[src/rtl/wmem_loader.sv]
// wmem_loader: writes a valid/ready word stream to consecutive RAM addresses from a base.
// Optional WMEM_LOADER_CHECKSUM_EN adds a readback pass that compares write and read sums.
module wmem_loader #(
  parameter int unsigned ADDR_W = 5,
  parameter int unsigned DATA_W = 32
) (
  input  logic              clk,
  input  logic              rst,
  input  logic              start,
  input  logic [ADDR_W-1:0] base_addr,
  input  logic [ADDR_W:0]   word_count,
  input  logic              s_valid,
  input  logic [DATA_W-1:0] s_data,
  output logic              s_ready,
  output logic [ADDR_W-1:0] MEM_ADD,
  output logic              MEM_CSB,
  output logic              MEM_WEB,
  output logic              MEM_OEB,
  output logic [DATA_W-1:0] MEM_DATA_O,
  input  logic [DATA_W-1:0] MEM_DATA_I,
  output logic              busy,
  output logic              done,
  output logic              chk_err
);

  typedef enum logic [2:0] {
    StIdle,
    StWrite,
    StDrain,
    StVerifyRd,
    StVerifyCmp
  } state_e;

  state_e            state_q, state_d;
  logic [ADDR_W-1:0] base_q, base_d;
  logic [ADDR_W-1:0] add_q, add_d;
  logic [ADDR_W:0]   cnt_q, cnt_d;
  logic [ADDR_W:0]   idx_q, idx_d;
  logic [ADDR_W:0]   idx_inc;
  logic              csb_q, csb_d;
  logic              web_q, web_d;
  logic              oeb_q, oeb_d;
  logic [DATA_W-1:0] wdata_q, wdata_d;
  logic              busy_q, busy_d;
  logic              done_q, done_d;
  logic              hs, last_hs, last_rd;
  logic              verify_go, last_beat;

`ifdef WMEM_LOADER_CHECKSUM_EN
  logic [DATA_W-1:0] wsum_q, wsum_d;
  logic [DATA_W-1:0] rsum_q, rsum_d;
  logic              rd_pend_q, rd_pend_d;
  logic              chk_err_q, chk_err_d;
`else
  logic              unused_mem_data_i;
`endif

  assign idx_inc = idx_q + 1'b1;
  assign s_ready = (state_q == StWrite) && (idx_q < cnt_q);
  assign hs      = s_valid && s_ready;
  assign last_hs = hs && (idx_inc == cnt_q);
  assign last_rd = (idx_inc == cnt_q);

`ifdef WMEM_LOADER_CHECKSUM_EN
  assign verify_go = (cnt_q != '0);
  // Read data is valid in the cycle after a read strobe; the final beat has no read behind it.
  assign last_beat = rd_pend_q && csb_q;
`else
  assign verify_go         = 1'b0;
  assign last_beat         = 1'b0;
  assign unused_mem_data_i = ^MEM_DATA_I;
`endif

  // State register.
  always_ff @(posedge clk) begin
    if (!rst) begin
      state_q <= StIdle;
    end else begin
      state_q <= state_d;
    end
  end

  // Next-state logic.
  always_comb begin
    state_d = state_q;
    unique case (state_q)
      StIdle: begin
        if (start) begin
          state_d = (word_count == '0) ? StDrain : StWrite;
        end
      end
      StWrite: begin
        if (last_hs) begin
          state_d = StDrain;
        end
      end
      StDrain: begin
        state_d = verify_go ? StVerifyRd : StIdle;
      end
      StVerifyRd: begin
        if (last_rd) begin
          state_d = StVerifyCmp;
        end
      end
      StVerifyCmp: begin
        if (last_beat) begin
          state_d = StIdle;
        end
      end
      default: state_d = StIdle;
    endcase
  end

  // Output and datapath next-state logic.
  always_comb begin
    base_d  = base_q;
    cnt_d   = cnt_q;
    idx_d   = idx_q;
    add_d   = add_q;
    wdata_d = wdata_q;
    csb_d   = 1'b1;
    web_d   = 1'b1;
    oeb_d   = 1'b1;
    busy_d  = busy_q;
    done_d  = 1'b0;
`ifdef WMEM_LOADER_CHECKSUM_EN
    wsum_d    = wsum_q;
    rsum_d    = rsum_q;
    chk_err_d = chk_err_q;
    rd_pend_d = ~csb_q & web_q & ~oeb_q;
    if (rd_pend_q) begin
      rsum_d = rsum_q + MEM_DATA_I;
    end
`endif
    unique case (state_q)
      StIdle: begin
        if (start) begin
          base_d = base_addr;
          cnt_d  = word_count;
          idx_d  = '0;
          busy_d = 1'b1;
`ifdef WMEM_LOADER_CHECKSUM_EN
          wsum_d    = '0;
          rsum_d    = '0;
          chk_err_d = 1'b0;
`endif
        end
      end
      StWrite: begin
        if (hs) begin
          csb_d   = 1'b0;
          web_d   = 1'b0;
          add_d   = base_q + idx_q[ADDR_W-1:0];
          wdata_d = s_data;
          idx_d   = idx_inc;
`ifdef WMEM_LOADER_CHECKSUM_EN
          wsum_d  = wsum_q + s_data;
`endif
        end
      end
      StDrain: begin
        idx_d = '0;
        if (!verify_go) begin
          done_d = 1'b1;
          busy_d = 1'b0;
        end
      end
      StVerifyRd: begin
        csb_d = 1'b0;
        oeb_d = 1'b0;
        add_d = base_q + idx_q[ADDR_W-1:0];
        idx_d = idx_inc;
      end
      StVerifyCmp: begin
        if (last_beat) begin
          done_d = 1'b1;
          busy_d = 1'b0;
`ifdef WMEM_LOADER_CHECKSUM_EN
          chk_err_d = ((rsum_q + MEM_DATA_I) != wsum_q);
`endif
        end
      end
      default: begin
        busy_d = 1'b0;
      end
    endcase
  end

  // Datapath and registered outputs.
  always_ff @(posedge clk) begin
    if (!rst) begin
      base_q  <= '0;
      cnt_q   <= '0;
      idx_q   <= '0;
      add_q   <= '0;
      wdata_q <= '0;
      csb_q   <= 1'b1;
      web_q   <= 1'b1;
      oeb_q   <= 1'b1;
      busy_q  <= 1'b0;
      done_q  <= 1'b0;
`ifdef WMEM_LOADER_CHECKSUM_EN
      wsum_q    <= '0;
      rsum_q    <= '0;
      rd_pend_q <= 1'b0;
      chk_err_q <= 1'b0;
`endif
    end else begin
      base_q  <= base_d;
      cnt_q   <= cnt_d;
      idx_q   <= idx_d;
      add_q   <= add_d;
      wdata_q <= wdata_d;
      csb_q   <= csb_d;
      web_q   <= web_d;
      oeb_q   <= oeb_d;
      busy_q  <= busy_d;
      done_q  <= done_d;
`ifdef WMEM_LOADER_CHECKSUM_EN
      wsum_q    <= wsum_d;
      rsum_q    <= rsum_d;
      rd_pend_q <= rd_pend_d;
      chk_err_q <= chk_err_d;
`endif
    end
  end

  assign MEM_ADD    = add_q;
  assign MEM_CSB    = csb_q;
  assign MEM_WEB    = web_q;
  assign MEM_OEB    = oeb_q;
  assign MEM_DATA_O = wdata_q;
  assign busy       = busy_q;
  assign done       = done_q;
`ifdef WMEM_LOADER_CHECKSUM_EN
  assign chk_err    = chk_err_q;
`else
  assign chk_err    = 1'b0;
`endif

endmodule

[config.mk]
export PLATFORM = sky130hd
export DESIGN_NAME = wmem_loader
export DESIGN_NICKNAME = d
export VERILOG_FILES = /design/src/rtl/wmem_loader.sv
export SDC_FILE = /design/constraint.sdc
export NUM_CORES = 1
export LEC_CHECK = 0
export BUFFER_PORTS_ARGS = -buffer_cell sky130_fd_sc_hd__buf_2
export CAP_MARGIN = 20
export CORE_MARGIN = 2
export CORE_UTILIZATION = 43
export CTS_CLUSTER_DIAMETER = 150
export DETAILED_ROUTE_END_ITERATION = 6
export PLACE_DENSITY = 0.76
export SLEW_MARGIN = 5
export SYNTH_ARGS = -nofsm -noshare
export SYNTH_HDL_FRONTEND = slang
export SYNTH_SLANG_ARGS = --single-unit
[constraint.sdc]
create_clock -name clk -period 2.1 [get_ports clk]
set_clock_uncertainty 0.2 [all_clocks]
set_input_delay 0.105 -clock clk [delete_from_list [all_inputs] [get_ports clk]]
set_output_delay 0.105 -clock clk [all_outputs]
set_load 0.01 [all_outputs]
==> impl_results.rst, run 1 <==
.. list-table::
   :header-rows: 1

   * - Metric
     - Value
   * - Share of cells above drive strength 1
     - 0.352
   * - Bufs on Longest Clock Path
     - 2
   * - Worst hold path type
     - input port to register
   * - Share of the clock period used by the worst path after layout
     - 1.01
   * - Critical Path Start Type
     - register
   * - DIE AREA
     - 7230 um2
   * - Cell area after layout
     - 4370 um2
   * - Number of standard-cell rows in the floorplan
     - 29
   * - Via count of the first global-routing pass
     - 2793
   * - Width of the die
     - 85.0 um
   * - Power per unit of standard cell area
     - 678 nW/um2
   * - Post-Place Worst Slack
     - -0.0959 ns
   * - Leading cell type in the layout, fill and taps excluded
     - sky130_fd_sc_hd__buf_2
   * - Area growth from synthesis to layout
     - 54.7%
   * - Detailed Place HPWL
     - 4880 um
   * - Count of buffers inserted at the top-level ports
     - 89
   * - Average size of a mapped cell
     - 8.93 um2
   * - CTS H-Tree Depth
     - 3
   * - Clock buffers created by TritonCTS
     - 9
   * - Maximum fanout count along the critical path
     - 3
   * - Largest net degree at the start of global routing
     - 30
   * - Sinks on Clock Net
     - 62
   * - Starting Density
     - 0.445
   * - Number of vias per cell after detailed routing
     - 5.01
   * - Clock slew at the register clock pins of the worst setup and hold paths
     - 0.07 ns
   * - Post-detailed-placement cell area
     - 3520 um2
   * - Final design utilization
     - 0.688
   * - Fin nets
     - 561
   * - Critical setup path kind
     - register to register
   * - Clock latency reported for the late side of the worst-skew pair
     - 0.33 ns
   * - Run status
     - finished with violations
   * - Register bit count reported by yosys
     - 62
   * - Post-route DRC
     - 0
   * - DRT Wirelength
     - 7820 um
   * - CP Capture Type
     - register
   * - CP arrival
     - 2.18 ns
   * - Setup-failing EPs final
     - 1
   * - Met1 Use GR
     - 0.234
   * - Count of yosys warnings during synthesis
     - 0
   * - Data required time of the critical path
     - 2.16 ns
   * - Initial antenna violation count
     - 0
   * - Routability congestion estimate from global placement
     - 0.830
   * - Pins over their slew limit
     - 0
   * - Highest-count cells in the layout ignoring fill and taps
     - 89 x sky130_fd_sc_hd__buf_2, 53 x sky130_fd_sc_hd__dfxtp_1, 44 x sky130_fd_sc_hd__nor2_1, 44 x sky130_fd_sc_hd__dlygate4sd3_1
   * - Overall track demand over capacity in global routing
     - 0.214
   * - Met3 usage
     - 0.0457
   * - Timing-limited maximum frequency
     - 473 MHz
   * - Power after layout
     - 0.00296 W
   * - Unrepaired setup endpoints after global routing
     - yes
   * - Final critical-path required period
     - 2.12 ns
   * - Slew headroom
     - 0.576
   * - Iter 0 DRT Violations
     - 90
   * - Floorplan Core Area
     - 6350 um2
   * - Overall overflow remaining after global route
     - 0
   * - Final WS setup
     - -0.0159 ns
   * - Static Leak
     - 1.91 nW
   * - Final number of hold-violating endpoints
     - 0
   * - Detail Route Antenna Nets
     - 0
   * - Post-DR wirelength/cell
     - 14.2 um
   * - Count of distinct cell types in the synthesized netlist
     - 49
   * - Wire length of the first global-routing pass
     - 12400 um
   * - Async set or reset register ratio after synthesis
     - 0
   * - Number of cells produced by synthesis
     - 316
   * - Synthesized area
     - 2820 um2
   * - Vertical die dimension
     - 85.0 um
   * - Actual slew at the worst max-slew pin
     - 0.629 ns
   * - Worst voltage drop across the vdd grid
     - 0.416 mV
   * - Final setup TNS
     - -0.0159 ns
   * - Top FF cell, synth
     - sky130_fd_sc_hd__dfxtp_1
   * - Sequential area share after synthesis
     - 0.440
   * - IO Pins
     - 123
   * - Cell at the root of the clock tree
     - sky130_fd_sc_hd__clkbuf_8
   * - Post-synth EDFFs
     - 0
   * - Via count
     - 2763
   * - Failing checks
     - setup timing
   * - Syn Nets
     - 407
   * - Most used routing layer
     - met2
   * - Max capacitance violation total
     - 0
   * - Clock tree from TritonCTS
     - built
   * - Fraction of met2 tracks used by global routing
     - 0.396
   * - Number of antenna cells inserted
     - 0
   * - TritonRoute pass-1 iters
     - 4
[cell usage after synthesis, types with 5 or more instances]
cell,count,area share
sky130_fd_sc_hd__a21oi_1,23,0.041
sky130_fd_sc_hd__buf_2,8,0.014
sky130_fd_sc_hd__clkbuf_1,12,0.016
sky130_fd_sc_hd__dfxtp_1,62,0.44
sky130_fd_sc_hd__ha_1,11,0.049
sky130_fd_sc_hd__inv_1,13,0.017
sky130_fd_sc_hd__mux2i_1,35,0.12
sky130_fd_sc_hd__nand2_1,35,0.047
sky130_fd_sc_hd__nand2b_1,6,0.013
sky130_fd_sc_hd__nand3_1,5,0.0089
sky130_fd_sc_hd__nor2_1,45,0.060
sky130_fd_sc_hd__nor3_1,6,0.011
sky130_fd_sc_hd__xnor2_1,7,0.022
[stage by stage]
stage	std cells	hold slack [ns]
final	552	0.0546
after global routing	552	0.0615
after CTS	548	0.0403
after detailed placement	488	0.148
after global placement	488	0.138
after floorplan	316	0.0334
[where the power goes]
part           internal (W)  switching [W]
combinational      0.000249       0.000223
sequential          0.00122      0.0000271
clock              0.000788       0.000452
[state kept, by name (all words and copies together), names as in the netlist]
register    flops
base_q          5
MEM_ADD         5
MEM_WEB         1
MEM_DATA_O     32
done            1
cnt_q           6
busy            1
MEM_OEB         1
idx_q           6
MEM_CSB         1
state_q         3
[final timing paths]
path	from	cells after the start	to	slack, ns
setup / recovery	cnt_q[5]	7	state_q[1]	-0.02
hold reg to reg	base_q[3]	2	base_q[3]	0.27
hold / removal	s_valid	5	MEM_CSB	0.05
setup reg to reg	cnt_q[5]	7	state_q[1]	-0.02
[layer usage]
layer,part of all wire,wire length [um]
met4,0.017,132
met5,0,0
met1,0.41,3230
met2,0.52,4110
met3,0.046,358
[critical path: stages (launching register included)]
cell	delay [ns]
sky130_fd_sc_hd__dfxtp_2	0.33
sky130_fd_sc_hd__inv_2	0.04
sky130_fd_sc_hd__ha_4	0.22
sky130_fd_sc_hd__nand2_4	0.08
sky130_fd_sc_hd__nand4_4	0.10
sky130_fd_sc_hd__or3_1	0.39
sky130_fd_sc_hd__or4_1	0.52
sky130_fd_sc_hd__a31oi_1	0.16
[final cells by class]
| cell class | instances | area [um2] |
|---|---|---|
| fillers | 473 | 1980 |
| multi-input cells | 220 | 1550 |
| flip-flops and latches | 62 | 1250 |
| repair buffers | 164 | 1190 |
| clock buffers | 12 | 135 |
| well taps | 77 | 96.3 |
| clock inverters | 4 | 95.1 |
| inverters | 13 | 48.8 |
[cell families after synthesis]
family                     count (synthesis)  share of synthesized area
buffers and inverters                     34                     0.0501
AOI/OAI and AO/OA                         44                     0.0997
adders and majority gates                 12                     0.0559
DFF                                       62                      0.440
other                                      1                    0.00133
muxes                                     35                      0.124
xor gates and xnor gates                   9                     0.0279
and+or+nand+nor                          119                      0.201
[what timing repair did]
| action | 4_1_cts | 5_1_grt |
|---|---|---|
| pin swaps | 7 | 5 |
| endpoints found under the setup margin | 37 | 45 |
| buffers inserted | 0 | 1 |
| hold buffers | 44 | 0 |
| cloned | 0 | 3 |
| endpoints found under the hold margin | 50 | 0 |
| gates resized for setup | 16 | 10 |
No activity file was read; power rests on OpenSTA's default activity.
==> run 2: changes to the inputs <==
- CORE_UTILIZATION: 43 -> 50
- PLACE_DENSITY: 0.76 -> 0.84
- clock period: 2.1 -> 2.45 ns (I/O delays scaled with it)
==> impl_results.rst, run 2 (synthesis results as in run 1) <==
.. list-table::
   :header-rows: 1

   * - Metric
     - Value
   * - Slew headroom
     - 0.540 (-0.0364)
   * - CP Capture Type
     - register
   * - Clock slew at the register clock pins of the worst setup and hold paths
     - 0.07 ns (about the same)
   * - Fin nets
     - 545 (-2.9%)
   * - Max capacitance violation total
     - 0 (unchanged)
   * - Maximum fanout count along the critical path
     - 4 (+1)
   * - Register-to-register path setup slack
     - 0.14 ns (+0.15 ns)
   * - Clock tree from TritonCTS
     - built
   * - Worst R2R Start
     - cnt_q[3]
   * - Data required time of the critical path
     - 2.50 ns (+0.34 ns)
   * - DRT Wirelength
     - 7690 um (-1.7%)
   * - CP max stage delay
     - 0.52 ns (about the same)
   * - Overall overflow remaining after global route
     - 0 (unchanged)
   * - Post-route DRC
     - 0 (unchanged)
   * - Initial antenna violation count
     - 0 (unchanged)
   * - Number of fillers in the final layout
     - 433 (-8.5%)
   * - Via count
     - 2776 (+0.47%)
   * - Clock buffers created by TritonCTS
     - 9 (unchanged)
   * - Worst reg2reg path endpoint
     - state_q[1]
   * - Share of cells above drive strength 1
     - 0.292 (-0.0596)
   * - Overall track demand over capacity in global routing
     - 0.251 (+0.0376)
   * - Final number of hold-violating endpoints
     - 0 (unchanged)
   * - Final critical-path required period
     - 2.31 ns (+0.197 ns)
   * - Bufs on Longest Clock Path
     - 2 (unchanged)
   * - Hold Path Stages
     - 5 (unchanged)
   * - Number of vias per cell after detailed routing
     - 5.21 (+4.1%)
   * - Leading cell type in the layout, fill and taps excluded
     - sky130_fd_sc_hd__buf_2
   * - Share of the clock period used by the worst path after layout
     - 0.944 (-0.0637)
   * - Final setup TNS
     - 0 ns (+0.0159 ns)
   * - Run status
     - complete, no violations
   * - Routability congestion estimate from global placement
     - 0.849 (+2.3%)
   * - DIE AREA
     - 6260 um2 (-13%)
   * - Critical Path Start Type
     - register
   * - Critical setup path kind
     - register to register
   * - CTS H-Tree Depth
     - 3 (unchanged)
   * - Highest-count cells in the layout ignoring fill and taps
     - 89 x sky130_fd_sc_hd__buf_2, 58 x sky130_fd_sc_hd__dfxtp_1, 45 x sky130_fd_sc_hd__nor2_1
   * - Static Leak
     - 1.76 nW (-7.8%)
   * - Clock latency reported for the late side of the worst-skew pair
     - 0.34 ns (about the same)
   * - Floorplan Core Area
     - 5470 um2 (-14%)
   * - Area growth from synthesis to layout
     - 43.6%
   * - Final Non-Filler Cells
     - 533 (-3.4%)
   * - Post-DR wirelength/cell
     - 14.4 um (+1.8%)
   * - Cell at the root of the clock tree
     - sky130_fd_sc_hd__clkbuf_8
   * - Actual slew at the worst max-slew pin
     - 0.683 ns (+0.0540 ns)
   * - Max reg flops
     - 32 (unchanged)
   * - Power per unit of standard cell area
     - 542 nW/um2 (-20%)
   * - Detailed Place HPWL
     - 4840 um (-0.83%)
   * - Number of standard-cell rows in the floorplan
     - 27 (-6.9%)
   * - Count of buffers inserted at the top-level ports
     - 89 (unchanged)
   * - Detail Route Antenna Nets
     - 0 (unchanged)
   * - Worst voltage drop across the vdd grid
     - 0.354 mV (-15%)
   * - Area occupied by multi-input gates
     - 1470 um2 (-5.1%)
   * - Worst path cell trace
     - inv_1 > ha_1 > a21oi_1 > nor2_1 > or3_1 > or4_1 > a31oi_1
   * - IO Pins
     - 123 (unchanged)
   * - Power after layout
     - 0.00220 W (-26%)
   * - Sinks on Clock Net
     - 62 (unchanged)
   * - Register area
     - 1250 um2 (-0.70%)
   * - R2R depth
     - 7 (unchanged)
   * - Wire length of the first global-routing pass
     - 12300 um (-1.0%)
   * - Launch instance of the worst min-delay path
     - s_valid
   * - Standard cell with the maximum stage delay on the critical path
     - sky130_fd_sc_hd__or4_1
   * - Vertical die dimension
     - 79.1 um (-6.9%)
   * - Timing-limited maximum frequency
     - 432 MHz (-8.5%)
   * - Largest net degree at the start of global routing
     - 29 (-3.3%)
   * - TritonRoute pass-1 iters
     - 4 (unchanged)
   * - Unrepaired setup endpoints after global routing
     - no
   * - Total instance count after detailed placement
     - 471 (-3.5%)
   * - Pins over their slew limit
     - 0 (unchanged)
   * - Worst hold path type
     - input port to register
   * - Final WS setup
     - 0.138 ns (+0.153 ns)
   * - Setup-failing EPs final
     - 0 (-1)
   * - Post-Place Worst Slack
     - 0.0306 ns (+0.126 ns)
   * - Iter 0 DRT Violations
     - 116 (+29%)
   * - CP arrival
     - 2.36 ns (+0.18 ns)
   * - End of the worst hold path
     - MEM_WEB
   * - Starting Density
     - 0.516 (+0.0712)
   * - Width of the die
     - 79.1 um (-6.9%)
   * - Via count of the first global-routing pass
     - 2698 (-3.4%)
run 2: cell count changes in the layout (fill, tap and decap cells not counted), sizes merged:
| cell | change |
|---|---|
| clkinv | +3 |
| bufinv | -3 |
| diode | +2 |
| clkbuf | -4 |
| clkinvlp | +2 |
| buf | -14 |
run 2: power by group:
group          switching, W  internal, W  leakage [nW]
combinational      0.000179     0.000187          1.18
clock              0.000395     0.000362        0.0820
sequential        0.0000251      0.00105         0.506
total              0.000600      0.00160          1.76
run 2: layout make-up:
class | instances | share of cell area
multi-input combinational | 220 | 0.363
inverter | 13 | 0.0120
sequential | 62 | 0.308
tap | 72 | 0.0222
timing repair buffer | 148 | 0.253
clock buffer | 10 | 0.0315
clock inverter | 6 | 0.00957
antenna | 2 | 0.00123
run 2: critical path: cells and delay by family (launching register included):
| kind | cells | cell delay (ns) |
|---|---|---|
| AOI/OAI and AO/OA | 2 | 0.33 |
| and+or+nand+nor | 3 | 0.99 |
| adders and majority gates | 1 | 0.30 |
| DFF | 1 | 0.35 |
| buffers and inverters | 1 | 0.05 |
run 2: how the worst max path moves through the flow:
stage,start,to,slack [ns],depth (start not counted)
3_5_place_dp,idx_q[1],state_q[1],0.03,6
5_1_grt,cnt_q[3],state_q[1],0.05,7
3_3_place_gp,idx_q[1],state_q[1],0.17,6
4_1_cts,idx_q[1],state_q[1],0.02,6
2_1_floorplan,idx_q[0],state_q[1],0.26,7
6_report,cnt_q[3],state_q[1],0.14,7
run 2: timing repair:
item	CTS	global route
setup endpoints to repair	0	3
resized for setup	0	8
endpoints found under the hold margin	50	0
hold buffers	44	0
buffers inserted	0	0
run 2: per-stage QoR:
step           area, um2  hold WS (ns)   util
6_report            4050        0.0969  0.741
3_3_place_gp        3410         0.155  0.623
2_1_floorplan       2820        0.0585      -
3_5_place_dp        3410         0.169  0.623
5_1_grt             4050         0.112  0.740
4_1_cts             4020        0.0865  0.734
run 2: layer usage:
layer / part of all wire / GRT usage / up-vias / routed length, um
met5: 0 / 0 / - / 0
met4: 0.040 / 0.152 / 0 / 310
met3: 0.043 / 0.0466 / 27 / 332
met2: 0.53 / 0.458 / 87 / 4110
met1: 0.38 / 0.266 / 1308 / 2940
li1: - / - / 1354 / -
==> run 3: changes to the inputs <==
- REMOVE_ABC_BUFFERS: not set -> 1
==> impl_results.rst, run 3 (synthesis results as in run 1) <==
.. list-table::
   :header-rows: 1

   * - Metric
     - Value
   * - Clock slew at the register clock pins of the worst setup and hold paths
     - 0.07 ns (about the same)
   * - Iter 0 DRT Violations
     - 296 (+160%)
   * - Routability congestion estimate from global placement
     - 0.839 (-1.2%)
   * - Number of antenna cells inserted
     - 0 (-2)
   * - Cell at the root of the clock tree
     - sky130_fd_sc_hd__clkbuf_8
   * - Highest-count cells in the layout ignoring fill and taps
     - 89 x sky130_fd_sc_hd__buf_2, 60 x sky130_fd_sc_hd__dfxtp_1, 45 x sky130_fd_sc_hd__nor2_1
   * - Fin nets
     - 543 (-0.37%)
   * - Static Leak
     - 1.77 nW (+0.12%)
   * - CTS H-Tree Depth
     - 3 (unchanged)
   * - Number of standard-cell rows in the floorplan
     - 27 (unchanged)
   * - CP Capture Type
     - register
   * - Share of the clock period used by the worst path after layout
     - 0.988 (+0.0437)
   * - Width of the die
     - 79.1 um (unchanged)
   * - Power after layout
     - 0.00235 W (+7.1%)
   * - Data required time of the critical path
     - 2.47 ns (-0.03 ns)
   * - Post-detailed-placement cell area
     - 3380 um2 (-0.81%)
   * - Detailed Place HPWL
     - 4890 um (+1.1%)
   * - Area occupied by multi-input gates
     - 1460 um2 (-1.2%)
   * - Max reg flops
     - 32 (unchanged)
   * - Standard cell with the maximum stage delay on the critical path
     - sky130_fd_sc_hd__dfxtp_1
   * - Fraction of met2 tracks used by global routing
     - 0.518 (+0.0593)
   * - Starting Density
     - 0.516 (unchanged)
   * - Final number of hold-violating endpoints
     - 0 (unchanged)
   * - Via count
     - 2969 (+7.0%)
   * - Buffers & Inverters on Critical Path
     - 1 (unchanged)
   * - CP max stage delay
     - 0.48 ns (-0.04 ns)
   * - Cell area after layout
     - 4020 um2 (-0.74%)
   * - Floorplan Core Area
     - 5470 um2 (unchanged)
   * - Pins over their slew limit
     - 0 (unchanged)
   * - Timing-limited maximum frequency
     - 413 MHz (-4.4%)
   * - DRT Wirelength
     - 9260 um (+20%)
   * - DIE AREA
     - 6260 um2 (unchanged)
   * - Final WS setup
     - 0.0305 ns (-0.107 ns)
   * - Final critical-path required period
     - 2.42 ns (+0.107 ns)
   * - Detail Route Antenna Nets
     - 0 (unchanged)
   * - Share of cells above drive strength 1
     - 0.281 (-0.0112)
   * - Number of fillers in the final layout
     - 348 (-20%)
   * - Actual slew at the worst max-slew pin
     - 0.632 ns (-0.0513 ns)
   * - Maximum fanout count along the critical path
     - 32 (+28)
   * - Clock tree from TritonCTS
     - built
   * - Overall track demand over capacity in global routing
     - 0.307 (+0.0558)
   * - Count of buffers inserted at the top-level ports
     - 89 (unchanged)
   * - Initial antenna violation count
     - 0 (unchanged)
   * - Worst voltage drop across the vdd grid
     - 0.429 mV (+21%)
   * - Post-CTS setup-driven buffer insertion count
     - 0 (unchanged)
   * - Clock buffers created by TritonCTS
     - 9 (unchanged)
   * - Sinks on Clock Net
     - 62 (unchanged)
   * - Most used routing layer
     - met2
   * - Largest net degree at the start of global routing
     - 38 (+31%)
   * - IO Pins
     - 123 (unchanged)
   * - Critical Path Start Type
     - register
   * - Bufs on Longest Clock Path
     - 2 (unchanged)
   * - Kind of cell adding the most delay to the critical path
     - simple AND/OR/NAND/NOR gates
   * - Worst path cell trace
     - ha_1 > nand2b_1 > a21oi_2 > nor3_2 > buf_12 > mux2i_1 > nor2_1
   * - Wire length of the first global-routing pass
     - 14600 um (+19%)
   * - Area growth from synthesis to layout
     - 42.5%
   * - Met1 Use GR
     - 0.338 (+0.0719)
   * - TritonRoute pass-1 iters
     - 5 (+1)
   * - Post-DR wirelength/cell
     - 17.5 um (+22%)
   * - Overall overflow remaining after global route
     - 0 (unchanged)
   * - Via count of the first global-routing pass
     - 3073 (+14%)
   * - Register area
     - 1240 um2 (-0.20%)
   * - Power per unit of standard cell area
     - 585 nW/um2 (+7.9%)
   * - Critical setup path kind
     - register to register
   * - Max capacitance violation total
     - 0 (unchanged)
   * - Post-Place Worst Slack
     - 0.120 ns (+0.0889 ns)
   * - Met3 usage
     - 0.111 (+0.0648)
   * - Run status
     - complete, no violations
   * - CP arrival
     - 2.44 ns (+0.08 ns)
   * - Worst hold path type
     - input port to register
   * - Post-route DRC
     - 0 (unchanged)
   * - Clock latency reported for the late side of the worst-skew pair
     - 0.35 ns (about the same)
   * - Slew headroom
     - 0.578 (+0.0386)
   * - Vertical die dimension
     - 79.1 um (unchanged)
   * - Leading cell type in the layout, fill and taps excluded
     - sky130_fd_sc_hd__buf_2
   * - Number of vias per cell after detailed routing
     - 5.62 (+8.0%)
   * - Setup-failing EPs final
     - 0 (unchanged)
run 3: cell count changes in the layout (fill, tap and decap cells not counted), moves of 2 or more:
cell                      change
sky130_fd_sc_hd__dfxtp_1      +2
sky130_fd_sc_hd__dfxtp_2      -2
sky130_fd_sc_hd__ha_4         -2
sky130_fd_sc_hd__ha_1         +2
sky130_fd_sc_hd__diode_2      -2
run 3: layer usage:
| metal | vias up | share of wire |
|---|---|---|
| met3 | 39 | 0.10 |
| met1 | 1374 | 0.38 |
| met5 | - | 0 |
| met4 | 0 | 0.039 |
| li1 | 1342 | - |
| met2 | 214 | 0.48 |
run 3: layout make-up:
cell class,count,area share
clock buffers,11,0.0351
clock inverters,4,0.0118
inverters,13,0.0121
multi-input cells,220,0.362
flip-flops and latches,62,0.309
well taps,72,0.0224
repair buffers,146,0.248
run 3: stage by stage:
| step | util | TNS (ns) | instances | hold WS, ns |
|---|---|---|---|---|
| finish | 0.735 | 0 | 528 | 0.0661 |
| global route | 0.735 | -0.00441 | 528 | 0.0697 |
| CTS | 0.733 | 0 | 528 | 0.0427 |
| detailed placement | 0.618 | 0 | 469 | 0.164 |
| global placement | 0.618 | 0 | 469 | 0.153 |
| floorplan | - | -95.52 | 295 | -0.0156 |
run 3: power breakdown:
group          internal (W)  total [W]  leakage, nW  switching (W)
Sequential          0.00105    0.00108        0.505      0.0000326
Clock              0.000489   0.000899       0.0952       0.000411
Combinational      0.000180   0.000371         1.17       0.000191
run 3: what timing repair did:
item                                    4_1_cts  5_1_grt
hold endpoints to repair                     50        0
gates resized for setup                       0        4
hold buffers                                 44        0
endpoints found under the setup margin        0        5
run 3: worst register-to-register path, stage by stage, from the launching register on:
cell                       delay [ns]
sky130_fd_sc_hd__dfxtp_1         0.48
sky130_fd_sc_hd__ha_1            0.30
sky130_fd_sc_hd__nand2b_1        0.14
sky130_fd_sc_hd__a21oi_2         0.11
sky130_fd_sc_hd__nor3_2          0.37
sky130_fd_sc_hd__buf_12          0.29
sky130_fd_sc_hd__mux2i_1         0.32
sky130_fd_sc_hd__nor2_1          0.09
run 3: path summary, 6_finish.rpt:
path,startpoint,endpoint,slack [ns],cells after the start
setup / recovery,idx_q[1],MEM_DATA_O[24],0.03,7
hold / removal,s_valid,MEM_WEB,0.07,5
setup reg to reg,idx_q[1],MEM_DATA_O[24],0.03,7
hold reg to reg,base_q[2],base_q[2],0.28,2
